## config.mk

```make
export PLATFORM = sky130hd
export DESIGN_NAME = decode_flat
export DESIGN_NICKNAME = d
export VERILOG_FILES = /design/src/rtl/decode_if.sv /design/src/rtl/decode.sv /design/src/flat_wrapper.sv
export SDC_FILE = /design/constraint.sdc
export NUM_CORES = 1
export LEC_CHECK = 0
export ABC_AREA = 1
export BUFFER_PORTS_ARGS = -buffer_cell sky130_fd_sc_hd__buf_2
export CAP_MARGIN = 15
export CORE_MARGIN = 8
export CORE_UTILIZATION = 30
export CTS_BUF_LIST = sky130_fd_sc_hd__clkbuf_16
export DETAILED_ROUTE_END_ITERATION = 7
export GPL_TIMING_DRIVEN = 0
export PLACE_DENSITY = 0.55
export REMOVE_ABC_BUFFERS = 1
export SETUP_SLACK_MARGIN = 0.05
export SYNTH_ARGS = -nofsm -noshare
export SYNTH_HDL_FRONTEND = slang
export SYNTH_SLANG_ARGS = --single-unit
```

## constraint.sdc

```tcl
create_clock -name clk -period 2.2 [get_ports clk]
set_input_delay 0.44 -clock clk [delete_from_list [all_inputs] [get_ports clk]]
set_output_delay 0.44 -clock clk [all_outputs]
set_load 0.03 [all_outputs]
```

## src/rtl/decode_if.sv

```systemverilog
// ============================================================================
// decode_if : fetch -> decode -> exec handshake bundle
// Rev 1.0
// ============================================================================
`default_nettype none

interface decode_if;
  logic        fetch_valid_i;
  logic        fetch_ready_o;
  logic [31:0] fetch_instr_i;
  logic        id_valid_o;
  logic        id_ready_i;
  logic [31:0] id_pc_o;
  logic [3:0]  id_class_o;
  logic [4:0]  id_rd_o;
  logic [4:0]  id_rs1_o;
  logic [4:0]  id_rs2_o;
  logic [2:0]  id_funct3_o;
  logic        id_funct7b5_o;
  logic [31:0] id_imm_o;
  logic        id_illegal_o;

  // master: the surrounding pipeline (fetch producer + exec consumer)
  modport master (
    output fetch_valid_i, fetch_instr_i, id_ready_i,
    input  fetch_ready_o, id_valid_o, id_pc_o, id_class_o, id_rd_o, id_rs1_o,
           id_rs2_o, id_funct3_o, id_funct7b5_o, id_imm_o, id_illegal_o
  );

  modport slave (
    input  fetch_valid_i, fetch_instr_i, id_ready_i,
    output fetch_ready_o, id_valid_o, id_pc_o, id_class_o, id_rd_o, id_rs1_o,
           id_rs2_o, id_funct3_o, id_funct7b5_o, id_imm_o, id_illegal_o
  );
endinterface

`default_nettype wire

```

## src/rtl/decode.sv

```systemverilog
// ============================================================================
// decode : RV32I decode stage, registered output, optional skid (DECODE_SKID_EN)
// Rev 1.0
// ============================================================================
`default_nettype none

module decode #(
  parameter logic [31:0] RESET_PC = 32'h0
) (
  input  wire logic        clk,
  input  wire logic        rst,
  input  wire logic        dec_start_i,
  input  wire logic [31:0] dec_start_addr_i,
  input  wire logic        dec_flush_i,
  input  wire logic [31:0] dec_flush_addr_i,
  decode_if.slave          bus
);

  localparam logic [3:0] CLS_OP     = 4'd0;
  localparam logic [3:0] CLS_OPIMM  = 4'd1;
  localparam logic [3:0] CLS_LOAD   = 4'd2;
  localparam logic [3:0] CLS_STORE  = 4'd3;
  localparam logic [3:0] CLS_BRANCH = 4'd4;
  localparam logic [3:0] CLS_JAL    = 4'd5;
  localparam logic [3:0] CLS_JALR   = 4'd6;
  localparam logic [3:0] CLS_LUI    = 4'd7;
  localparam logic [3:0] CLS_AUIPC  = 4'd8;
  localparam logic [3:0] CLS_FENCE  = 4'd9;
  localparam logic [3:0] CLS_SYSTEM = 4'd10;
  localparam logic [3:0] CLS_ILL    = 4'd15;

  typedef struct packed {
    logic [31:0] pc;
    logic [3:0]  cls;
    logic [4:0]  rd;
    logic [4:0]  rs1;
    logic [4:0]  rs2;
    logic [2:0]  f3;
    logic        f7b5;
    logic [31:0] imm;
    logic        ill;
  } bundle_t;

  logic [31:0] pc_ff;
  logic        out_valid;
  bundle_t     out_q;
  bundle_t     dec_b;
  logic        accept;
  logic        fetch_ready;

  logic [31:0] instr;
  logic [6:0]  f7;
  logic [31:0] imm_i, imm_s, imm_b, imm_u, imm_j;
  logic        illegal;
  logic [3:0]  cls;
  logic [31:0] imm;

  assign instr = bus.fetch_instr_i;
  assign f7    = instr[31:25];
  assign imm_i = {{20{instr[31]}}, instr[31:20]};
  assign imm_s = {{20{instr[31]}}, instr[31:25], instr[11:7]};
  assign imm_b = {{19{instr[31]}}, instr[31], instr[7], instr[30:25], instr[11:8], 1'b0};
  assign imm_u = {instr[31:12], 12'b0};
  assign imm_j = {{11{instr[31]}}, instr[31], instr[19:12], instr[20], instr[30:21], 1'b0};

  // Full 7-bit opcode match also rejects any encoding with instr[1:0] != 2'b11
  always_comb begin
    cls     = CLS_ILL;
    imm     = 32'h0;
    illegal = 1'b0;
    case (instr[6:0])
      7'h33: begin
        cls     = CLS_OP;
        illegal = !((f7 == 7'h00) || ((f7 == 7'h20) &&
                    ((instr[14:12] == 3'd0) || (instr[14:12] == 3'd5))));
      end
      7'h13: begin
        cls = CLS_OPIMM;
        imm = imm_i;
        if (instr[14:12] == 3'd1) illegal = (f7 != 7'h00);
        if (instr[14:12] == 3'd5) illegal = !((f7 == 7'h00) || (f7 == 7'h20));
      end
      7'h03: begin
        cls     = CLS_LOAD;
        imm     = imm_i;
        illegal = (instr[14:12] == 3'd3) || (instr[14:12] == 3'd6) || (instr[14:12] == 3'd7);
      end
      7'h23: begin
        cls     = CLS_STORE;
        imm     = imm_s;
        illegal = (instr[14:12] > 3'd2);
      end
      7'h63: begin
        cls     = CLS_BRANCH;
        imm     = imm_b;
        illegal = (instr[14:12] == 3'd2) || (instr[14:12] == 3'd3);
      end
      7'h6F: begin cls = CLS_JAL;    imm = imm_j; end
      7'h67: begin
        cls     = CLS_JALR;
        imm     = imm_i;
        illegal = (instr[14:12] != 3'd0);
      end
      7'h37: begin cls = CLS_LUI;    imm = imm_u; end
      7'h17: begin cls = CLS_AUIPC;  imm = imm_u; end
      7'h0F: begin cls = CLS_FENCE;  imm = imm_i; end
      7'h73: begin cls = CLS_SYSTEM; imm = imm_i; end
      default: illegal = 1'b1;
    endcase
    if (illegal) begin
      cls = CLS_ILL;
      imm = 32'h0;
    end
  end

  always_comb begin
    dec_b      = '0;
    dec_b.pc   = pc_ff;
    dec_b.cls  = cls;
    dec_b.rd   = ((cls == CLS_STORE) || (cls == CLS_BRANCH)) ? 5'd0 : instr[11:7];
    dec_b.rs1  = instr[19:15];
    dec_b.rs2  = instr[24:20];
    dec_b.f3   = instr[14:12];
    dec_b.f7b5 = instr[30];
    dec_b.imm  = imm;
    dec_b.ill  = illegal;
  end

`ifdef DECODE_SKID_EN
  logic    skid_full;
  bundle_t skid_q;

  // Ready depends only on registered state plus the redirect pulses
  assign fetch_ready = ~skid_full & ~dec_flush_i & ~dec_start_i & ~rst;
`else
  assign fetch_ready = (~out_valid | bus.id_ready_i) & ~dec_flush_i & ~dec_start_i & ~rst;
`endif

  assign accept = bus.fetch_valid_i & fetch_ready;

  always_ff @(posedge clk) begin
    if (rst) begin
      pc_ff     <= RESET_PC;
      out_valid <= 1'b0;
      out_q     <= '0;
`ifdef DECODE_SKID_EN
      skid_full <= 1'b0;
      skid_q    <= '0;
`endif
    end else if (dec_flush_i) begin
      pc_ff     <= dec_flush_addr_i & ~32'h3;
      out_valid <= 1'b0;
`ifdef DECODE_SKID_EN
      skid_full <= 1'b0;
`endif
    end else if (dec_start_i) begin
      pc_ff     <= dec_start_addr_i;
      out_valid <= 1'b0;
`ifdef DECODE_SKID_EN
      skid_full <= 1'b0;
`endif
    end else begin
      if (accept) pc_ff <= pc_ff + 32'd4;
`ifdef DECODE_SKID_EN
      if (skid_full) begin
        if (bus.id_ready_i) begin
          out_q     <= skid_q;
          skid_full <= 1'b0;
        end
      end else if (accept) begin
        if (!out_valid || bus.id_ready_i) begin
          out_q     <= dec_b;
          out_valid <= 1'b1;
        end else begin
          skid_q    <= dec_b;
          skid_full <= 1'b1;
        end
      end else if (bus.id_ready_i) begin
        out_valid <= 1'b0;
      end
`else
      if (accept) begin
        out_q     <= dec_b;
        out_valid <= 1'b1;
      end else if (bus.id_ready_i) begin
        out_valid <= 1'b0;
      end
`endif
    end
  end

  assign bus.fetch_ready_o = fetch_ready;
  assign bus.id_valid_o    = out_valid;
  assign bus.id_pc_o       = out_q.pc;
  assign bus.id_class_o    = out_q.cls;
  assign bus.id_rd_o       = out_q.rd;
  assign bus.id_rs1_o      = out_q.rs1;
  assign bus.id_rs2_o      = out_q.rs2;
  assign bus.id_funct3_o   = out_q.f3;
  assign bus.id_funct7b5_o = out_q.f7b5;
  assign bus.id_imm_o      = out_q.imm;
  assign bus.id_illegal_o  = out_q.ill;

endmodule

`default_nettype wire

```

## src/flat_wrapper.sv

```systemverilog
// flat-port wrapper written by rule: the top's interface ports become plain ports
module decode_flat 
#(
  parameter logic [31:0] RESET_PC = 32'h0
)
  (clk, rst, dec_start_i, dec_start_addr_i, dec_flush_i, dec_flush_addr_i, bus_fetch_valid_i, bus_fetch_instr_i, bus_id_ready_i, bus_fetch_ready_o, bus_id_valid_o, bus_id_pc_o, bus_id_class_o, bus_id_rd_o, bus_id_rs1_o, bus_id_rs2_o, bus_id_funct3_o, bus_id_funct7b5_o, bus_id_imm_o, bus_id_illegal_o);
  decode_if bus_i ();
  input  wire logic clk;
  input  wire logic rst;
  input  wire logic dec_start_i;
  input  wire logic [31:0] dec_start_addr_i;
  input  wire logic dec_flush_i;
  input  wire logic [31:0] dec_flush_addr_i;
  input wire logic [$bits(bus_i.fetch_valid_i)-1:0] bus_fetch_valid_i;
  input wire logic [$bits(bus_i.fetch_instr_i)-1:0] bus_fetch_instr_i;
  input wire logic [$bits(bus_i.id_ready_i)-1:0] bus_id_ready_i;
  output wire logic [$bits(bus_i.fetch_ready_o)-1:0] bus_fetch_ready_o;
  output wire logic [$bits(bus_i.id_valid_o)-1:0] bus_id_valid_o;
  output wire logic [$bits(bus_i.id_pc_o)-1:0] bus_id_pc_o;
  output wire logic [$bits(bus_i.id_class_o)-1:0] bus_id_class_o;
  output wire logic [$bits(bus_i.id_rd_o)-1:0] bus_id_rd_o;
  output wire logic [$bits(bus_i.id_rs1_o)-1:0] bus_id_rs1_o;
  output wire logic [$bits(bus_i.id_rs2_o)-1:0] bus_id_rs2_o;
  output wire logic [$bits(bus_i.id_funct3_o)-1:0] bus_id_funct3_o;
  output wire logic [$bits(bus_i.id_funct7b5_o)-1:0] bus_id_funct7b5_o;
  output wire logic [$bits(bus_i.id_imm_o)-1:0] bus_id_imm_o;
  output wire logic [$bits(bus_i.id_illegal_o)-1:0] bus_id_illegal_o;
  assign bus_i.fetch_valid_i = bus_fetch_valid_i;
  assign bus_i.fetch_instr_i = bus_fetch_instr_i;
  assign bus_i.id_ready_i = bus_id_ready_i;
  assign bus_fetch_ready_o = bus_i.fetch_ready_o;
  assign bus_id_valid_o = bus_i.id_valid_o;
  assign bus_id_pc_o = bus_i.id_pc_o;
  assign bus_id_class_o = bus_i.id_class_o;
  assign bus_id_rd_o = bus_i.id_rd_o;
  assign bus_id_rs1_o = bus_i.id_rs1_o;
  assign bus_id_rs2_o = bus_i.id_rs2_o;
  assign bus_id_funct3_o = bus_i.id_funct3_o;
  assign bus_id_funct7b5_o = bus_i.id_funct7b5_o;
  assign bus_id_imm_o = bus_i.id_imm_o;
  assign bus_id_illegal_o = bus_i.id_illegal_o;
  decode #(.RESET_PC(RESET_PC)) u_core (.clk(clk), .rst(rst), .dec_start_i(dec_start_i), .dec_start_addr_i(dec_start_addr_i), .dec_flush_i(dec_flush_i), .dec_flush_addr_i(dec_flush_addr_i), .bus(bus_i));
endmodule
```

==> flow_summary_export.csv, run 1 <==
group,metric,value,unit
floorplan,io_pins,192,
pwr,powerDensity,738,mW/mm^2
run_status,status,"finished, final reports clean",
route,drtIter0Drc,471,
timing,setup_tns,0,ps
logic_synthesis,async_flop_share,0,
setup_path,ff2ff_path_depth,10,
grt,grt_max_degree,80,
floorplan,core,0.0202,sq mm
setup_path,reg2reg_to,"u_core.pc_ff[21]$_SDFFE_PP0P_",
setup_path,rr_startpoint,"u_core.pc_ff[3]$_SDFFE_PP0P_",
logic_synthesis,yosys.area.top_type,"dfxtp_1",
cells_and_area,final_nets,1180,
timing,finalHoldViolations,0,
pwr,vdd_drop_max,0.496,mV
floorplan,die_area,0.0254,sq mm
hold_path,hp-class,"input pin to register",
logic_synthesis,avgSynthCellArea,6.80,sq um
logic_synthesis,synth_most_common_cell,"nand2_1",
route,dr.pass1.iters,5,
timing,hold_ws,271,ps
timing,rsz0062_at_grt,"yes",
route,post_drt_wl_per_cell,17.0,microns
floorplan,start_util,0.305,
timing,fmax,507,MHz
floorplan,die_height,159,microns
grt,grt_pass1_wl,36.8,mm
cts,cts-root-buf,"clkbuf_16",
route,num_vias,6678,
place,dp_hpwl,15.8,mm
setup_path,worstPathArrival,2250,ps
place,port_buffers,189,
timing,slew_headroom,0.417,
timing,min_period_over_period,0.897,
setup_path,crit_fanout,47,
setup_path,crit_type,"input pin to register",
logic_synthesis,ys.flop_type,"dfxtp_1",
logic_synthesis,yosys.cell_types.count,38,
setup_path,startpoint_type,"input pin",
route,wl,23.2,mm
pwr,leakagePower,3.58,nW
setup_path,cp.required,2480,ps
cts,hold_buffers,0,
logic_synthesis,syn_area,0.00616,sq mm
logic_synthesis,synth_seq_area_share,0.393,
logic_synthesis,synthCells,907,
logic_synthesis,ys_warn_count,0,
cells_and_area,fin_util,0.399,
cts,insertion_delay,410,ps
cts,cts_buffers,17,
setup_path,cp_slowest_cell,"inv_8",
route,viasPerCell,4.91,
logic_synthesis,ys_seq_elements,121,
route,drc,0,
grt,grt_use_total,0.178,
cts,cts.sinks,121,
hold_path,min_from,"dec_start_addr_i[1]",
timing,setup_violations,0,
timing,worst_pin_slew,870,ps
floorplan,die_w,159,microns
cts,clk_path_buf_depth,2,
logic_synthesis,synth_top_area_frac,0.393,
floorplan,rows,52,
cts,h-tree-depth,4,
logic_synthesis,synth_edf_count,0,
cts,cts_tree,"yes",
grt,grt_pass1_vias,6633,
setup_path,max_stage_delay,260,ps
place,gp_congestion,0.835,
cells_and_area,syn2layout_area_growth,31.0,%
setup_path,r2r_slack,300,ps
timing,slew_violations,0,
logic_synthesis,synth.area.top_cells,"dfxtp_1, nand2_1, a21oi_1",
cts,cts.clk_slew.worst_paths,60,ps
setup_path,worstSetupEndpointType,"register",
setup_path,crit_chain,"buf_6 -> nor2_1 -> nand2_1 -> nor2_1 -> nand2_4 -> inv_8 -> nor2_4 -> buf_4 -> a211oi_1 -> a211oi_1",
route,detail-route-antenna-nets,0,
hold_path,hold_depth,3,
job,drv_cap,0,
timing,skew,8.07,ps
grt,antenna_found_initial,4,
logic_synthesis,synth_common_cells,"nand2_1, dfxtp_1, a21oi_1, nor2_1, o21ai_0",
timing,period_minus_slack,1970,ps
cells_and_area,drive_above_1_share,0.248,
grt,overflow,0,
## critical path: cells and delay by family
family                 cells  cell delay [ps]
AOI/OAI and AO/OA          2              300
buffers and inverters      3              700
and+or+nand+nor            5              770
## worst max-delay path by stage
stage | start | to | slack [ps] | depth (start not counted)
global route | rst | u_core.pc_ff[10]$_SDFFE_PP0P_ | -6 | 10
detailed placement | rst | u_core.pc_ff[2]$_SDFFE_PP0P_ | -1750 | 10
CTS | bus_fetch_instr_i[6] | u_core.bus.id_rd_o[0]$_SDFFE_PP0P_ | 60 | 11
global placement | dec_start_i | u_core.pc_ff[2]$_SDFFE_PP0P_ | -3910 | 10
finish | rst | u_core.pc_ff[6]$_SDFFE_PP0P_ | 230 | 10
floorplan | dec_start_i | u_core.pc_ff[2]$_SDFFE_PP0P_ | -2020 | 9
## routing by layer
layer / GRT usage / vias to the layer above / wire length [microns]
met4: 0.0395 / 4 / 252
met1: 0.214 / 3041 / 10200
met3: 0.0618 / 29 / 1600
met2: 0.302 / 194 / 11000
li1: - / 3410 / -
met5: 0 / - / 22
## cells by family (layout without fill, tap and decap cells)
family          Yosys count  after routing  share of synthesized area
buf+inv                 121            300                     0.0804
xor+xnor                 13             13                     0.0185
simple gates            390            393                      0.275
flops                   121            121                      0.393
compound gates          261            261                      0.231
fa+ha+maj                 1              1                    0.00203
other cells               0              2                          0
## cells in the final DEF (no fill, tap or decap), drive strengths merged, types with 6 or more instances in the layout
| master | n |
|---|---|
| a31oi | 7 |
| a21oi | 120 |
| inv | 67 |
| buf | 201 |
| nand4 | 18 |
| nor2 | 109 |
| o211ai | 15 |
| a221oi | 6 |
| clkinv | 9 |
| nor3 | 19 |
| clkbuf | 17 |
| o21ai | 107 |
| nand3 | 62 |
| dfxtp | 121 |
| xor2 | 10 |
| nand2 | 178 |
## power breakdown
group	internal (W)	switching (W)
clock	0.00186	0.00103
sequential	0.00228	0.0000790
combinational	0.000248	0.000473
total	0.00438	0.00158
## final cells by class
| type | instances | area, sq um |
|---|---|---|
| timing repair buffer | 201 | 1130 |
| tap | 270 | 338 |
| sequential | 121 | 2420 |
| clock inverter | 14 | 164 |
| fill | 2170 | 12200 |
| clock buffer | 17 | 425 |
| inverter | 68 | 270 |
| multi-input combinational | 668 | 3320 |
| antenna | 2 | 5.00 |
## registers in the layout, summed over array words and instances (netlist names), named ones only
| name | cells |
|---|---|
| u_core.bus.id_rs1_o | 5 |
| u_core.bus.id_valid_o | 1 |
| u_core.bus.id_pc_o | 32 |
| u_core.bus.id_funct7b5_o | 1 |
| u_core.bus.id_rs2_o | 5 |
| u_core.bus.id_illegal_o | 1 |
| u_core.bus.id_funct3_o | 3 |
| u_core.bus.id_class_o | 4 |
| u_core.bus.id_rd_o | 5 |
| u_core.bus.id_imm_o | 32 |
| u_core.pc_ff | 30 |
## what timing repair did
action	in CTS	in global routing
setup buffers	6	1
endpoints found under the setup margin	111	79
cloned	2	1
pin swaps	3	2
gates resized for setup	14	10
## metrics by stage
step | total power, W | cells | area (sq um) | worst slack, ps
global route | 0.00622 | 1361 | 8080 | -6.42
finish | 0.00596 | 1361 | 8080 | 227
floorplan | 0.00277 | 854 | 5920 | -2020
CTS | 0.00602 | 1357 | 8020 | 63.0
global placement | 0.00308 | 1313 | 7210 | -3910
detailed placement | 0.00309 | 1318 | 7310 | -1750
No activity file was read; power rests on OpenSTA's default activity.
==> run 2, diff against run 1 <==
Settings changed: BUFFER_PORTS_ARGS -buffer_cell sky130_fd_sc_hd__buf_2 to -buffer_cell sky130_fd_sc_hd__clkbuf_2.
==> run 2 against run 1 <==
  * Die area did not move
  * Worst hold slack worse by 4.9 ps
  * Flip-flop and latch count stayed put
  * Wire length grew 4.7%
  * Setup slack worse by 27 ps
  * Sequential share of layout area is 0.46 points lower
  * Register-to-register slack got worse by 50 ps
  * Non-clock buffer count is 4 higher
  * Critical path type unchanged
  * Largest cell class unchanged
==> flow_summary_export.csv, run 2 (same netlist as run 1, synthesis figures left out) <==
group,metric,value,unit
setup_path,crit_top_cell,"nand2_1",
grt,antenna_found_initial,0,
cts,cts_tree,"yes",
setup_path,crit_fanout,10,
grt,met3_usage,0.0626,
route,num_vias,6836,
timing,fmax,500,MHz
cells_and_area,final_nets,1186,
cts,cts.clk_slew.worst_paths,60,ps
timing,skew,5.74,ps
setup_path,crit_family,"simple AND/OR/NAND/NOR gates",
place,gp_congestion,0.842,
pwr,vdd_drop_max,0.488,mV
timing,min_period_over_period,0.909,
cells_and_area,drive_above_1_share,0.255,
pwr,leakagePower,3.56,nW
run_status,status,"finished, final reports clean",
cts,h-tree-depth,4,
setup_path,crit_type,"input pin to register",
timing,worst_slack,200,ps
cells_and_area,diodes,0,
pwr,powerDensity,717,mW/mm^2
cts,cts.sinks,121,
cts,cts-root-buf,"clkbuf_16",
grt,busiest_layer,"met2",
grt,grt_pass1_vias,6717,
setup_path,max_stage_delay,340,ps
cts,hold_buffers,0,
setup_path,worstPathArrival,2290,ps
grt,met2_usage,0.314,
setup_path,cp_slowest_cell,"nor2_4",
route,wl,24.3,mm
timing,setup_violations,0,
route,post_drt_wl_per_cell,17.8,microns
cells_and_area,fin_util,0.405,
floorplan,die_height,159,microns
grt,use_met1,0.215,
setup_path,startpoint_type,"input pin",
grt,grt_max_degree,53,
timing,finalHoldViolations,0,
floorplan,die_area,0.0254,sq mm
timing,worst_pin_slew,860,ps
setup_path,crit_chain,"clkbuf_2 -> nand2_1 -> nor2_2 -> nand2_1 -> nand2_1 -> nor2_1 -> nand2_1 -> nor2_2 -> nor2_4 -> nand3_2 -> nand3_1 -> a21oi_1",
floorplan,die_w,159,microns
timing,slew_headroom,0.423,
floorplan,rows,52,
setup_path,crit_buf_inv,1,
cts,clk_path_buf_depth,2,
grt,grt_use_total,0.184,
route,detail-route-antenna-nets,0,
setup_path,worstSetupEndpointType,"register",
cts,insertion_delay,410,ps
timing,rsz0062_at_grt,"no",
timing,period_minus_slack,2000,ps
floorplan,start_util,0.305,
place,pre_cts_ws,-2390,ps
job,drv_cap,0,
place,dp_hpwl,15.9,mm
cells_and_area,fill_cells,2177,
route,viasPerCell,5.01,
setup_path,cp.required,2490,ps
hold_path,hp-class,"input pin to register",
route,drtIter0Drc,409,
grt,overflow,0,
place,port_buffers,189,
route,drc,0,
route,dr.pass1.iters,5,
floorplan,core,0.0202,sq mm
floorplan,io_pins,192,
cells_and_area,layout_commonest_cell,"clkbuf_2",
cts,cts_buffers,17,
cells_and_area,final_cell_mix,"clkbuf_2, nand2_1, dfxtp_1",
cells_and_area,syn2layout_area_growth,33.0,%
grt,grt_pass1_wl,37.5,mm
timing,slew_violations,0,
-- run 2: cell types whose count changed in the layout (fill, tap and decap cells not counted), sizes merged --
cell	delta
clkbuf	+188
buf	-185
clkinv	+2
diode	-2
bufbuf	+1
bufinv	-1
nand2	+1
-- run 2: what timing repair did --
| item | CTS | global route |
|---|---|---|
| setup endpoints to repair | 119 | 37 |
| pin swaps | 4 | 6 |
| resized for setup | 23 | 16 |
| buffers inserted | 3 | 6 |
| gates cloned | 5 | 2 |
-- run 2: power by group --
part / internal, W / total, W / switching [W]
Combinational: 0.000259 / 0.000746 / 0.000488
Clock: 0.00174 / 0.00277 / 0.00103
Sequential: 0.00228 / 0.00236 / 0.0000808
-- run 2: worst min-delay path, stage by stage --
cell	delay [ps]
clkbuf_2	80
nand2_1	50
a21oi_1	60
-- run 2: cell type report --
class / count / area, sq um / area share
sequential: 121 / 2420 / 0.295
tap: 270 / 338 / 0.0412
inverter: 68 / 292 / 0.0356
multi-input combinational: 669 / 3350 / 0.409
clock buffer: 17 / 425 / 0.0519
clock inverter: 14 / 140 / 0.0171
timing repair inverter: 1 / 8.76 / 0.00107
timing repair buffer: 205 / 1220 / 0.149
-- run 2: final timing paths --
| path | cells past startpoint | end | from | slack (ps) |
|---|---|---|---|---|
| max | 12 | u_core.bus.id_rd_o[0]$_SDFFE_PP0P_ | bus_fetch_instr_i[1] | 200 |
| min | 3 | register | dec_start_addr_i[1] | 270 |
| min reg2reg | 2 | u_core.bus.id_imm_o[6]$_SDFFE_PP0P_ | u_core.bus.id_imm_o[6]$_SDFFE_PP0P_ | 460 |
| max reg2reg | 10 | u_core.pc_ff[9]$_SDFFE_PP0P_ | u_core.bus.id_valid_o$_SDFFE_PP0P_ | 250 |
-- run 2: per-stage QoR --
step	cells	total power, W	TNS (ps)	hold WS (ps)	area, sq um
2_1_floorplan	854	0.00277	-179540	434	5920
3_3_place_gp	1313	0.00308	-376620	449	7210
3_5_place_dp	1318	0.00309	-158030	458	7310
4_1_cts	1357	0.00592	0	234	8060
5_1_grt	1365	0.00612	0	264	8200
6_report	1365	0.00588	0	266	8200
-- run 2: metal layers --
metal	vias to the layer above	share of wire	routed length, microns
met1	3207	0.44	10600
met4	0	0.012	292
met2	187	0.48	11500
met3	16	0.073	1770
met5	-	0	0
li1	3426	-	-
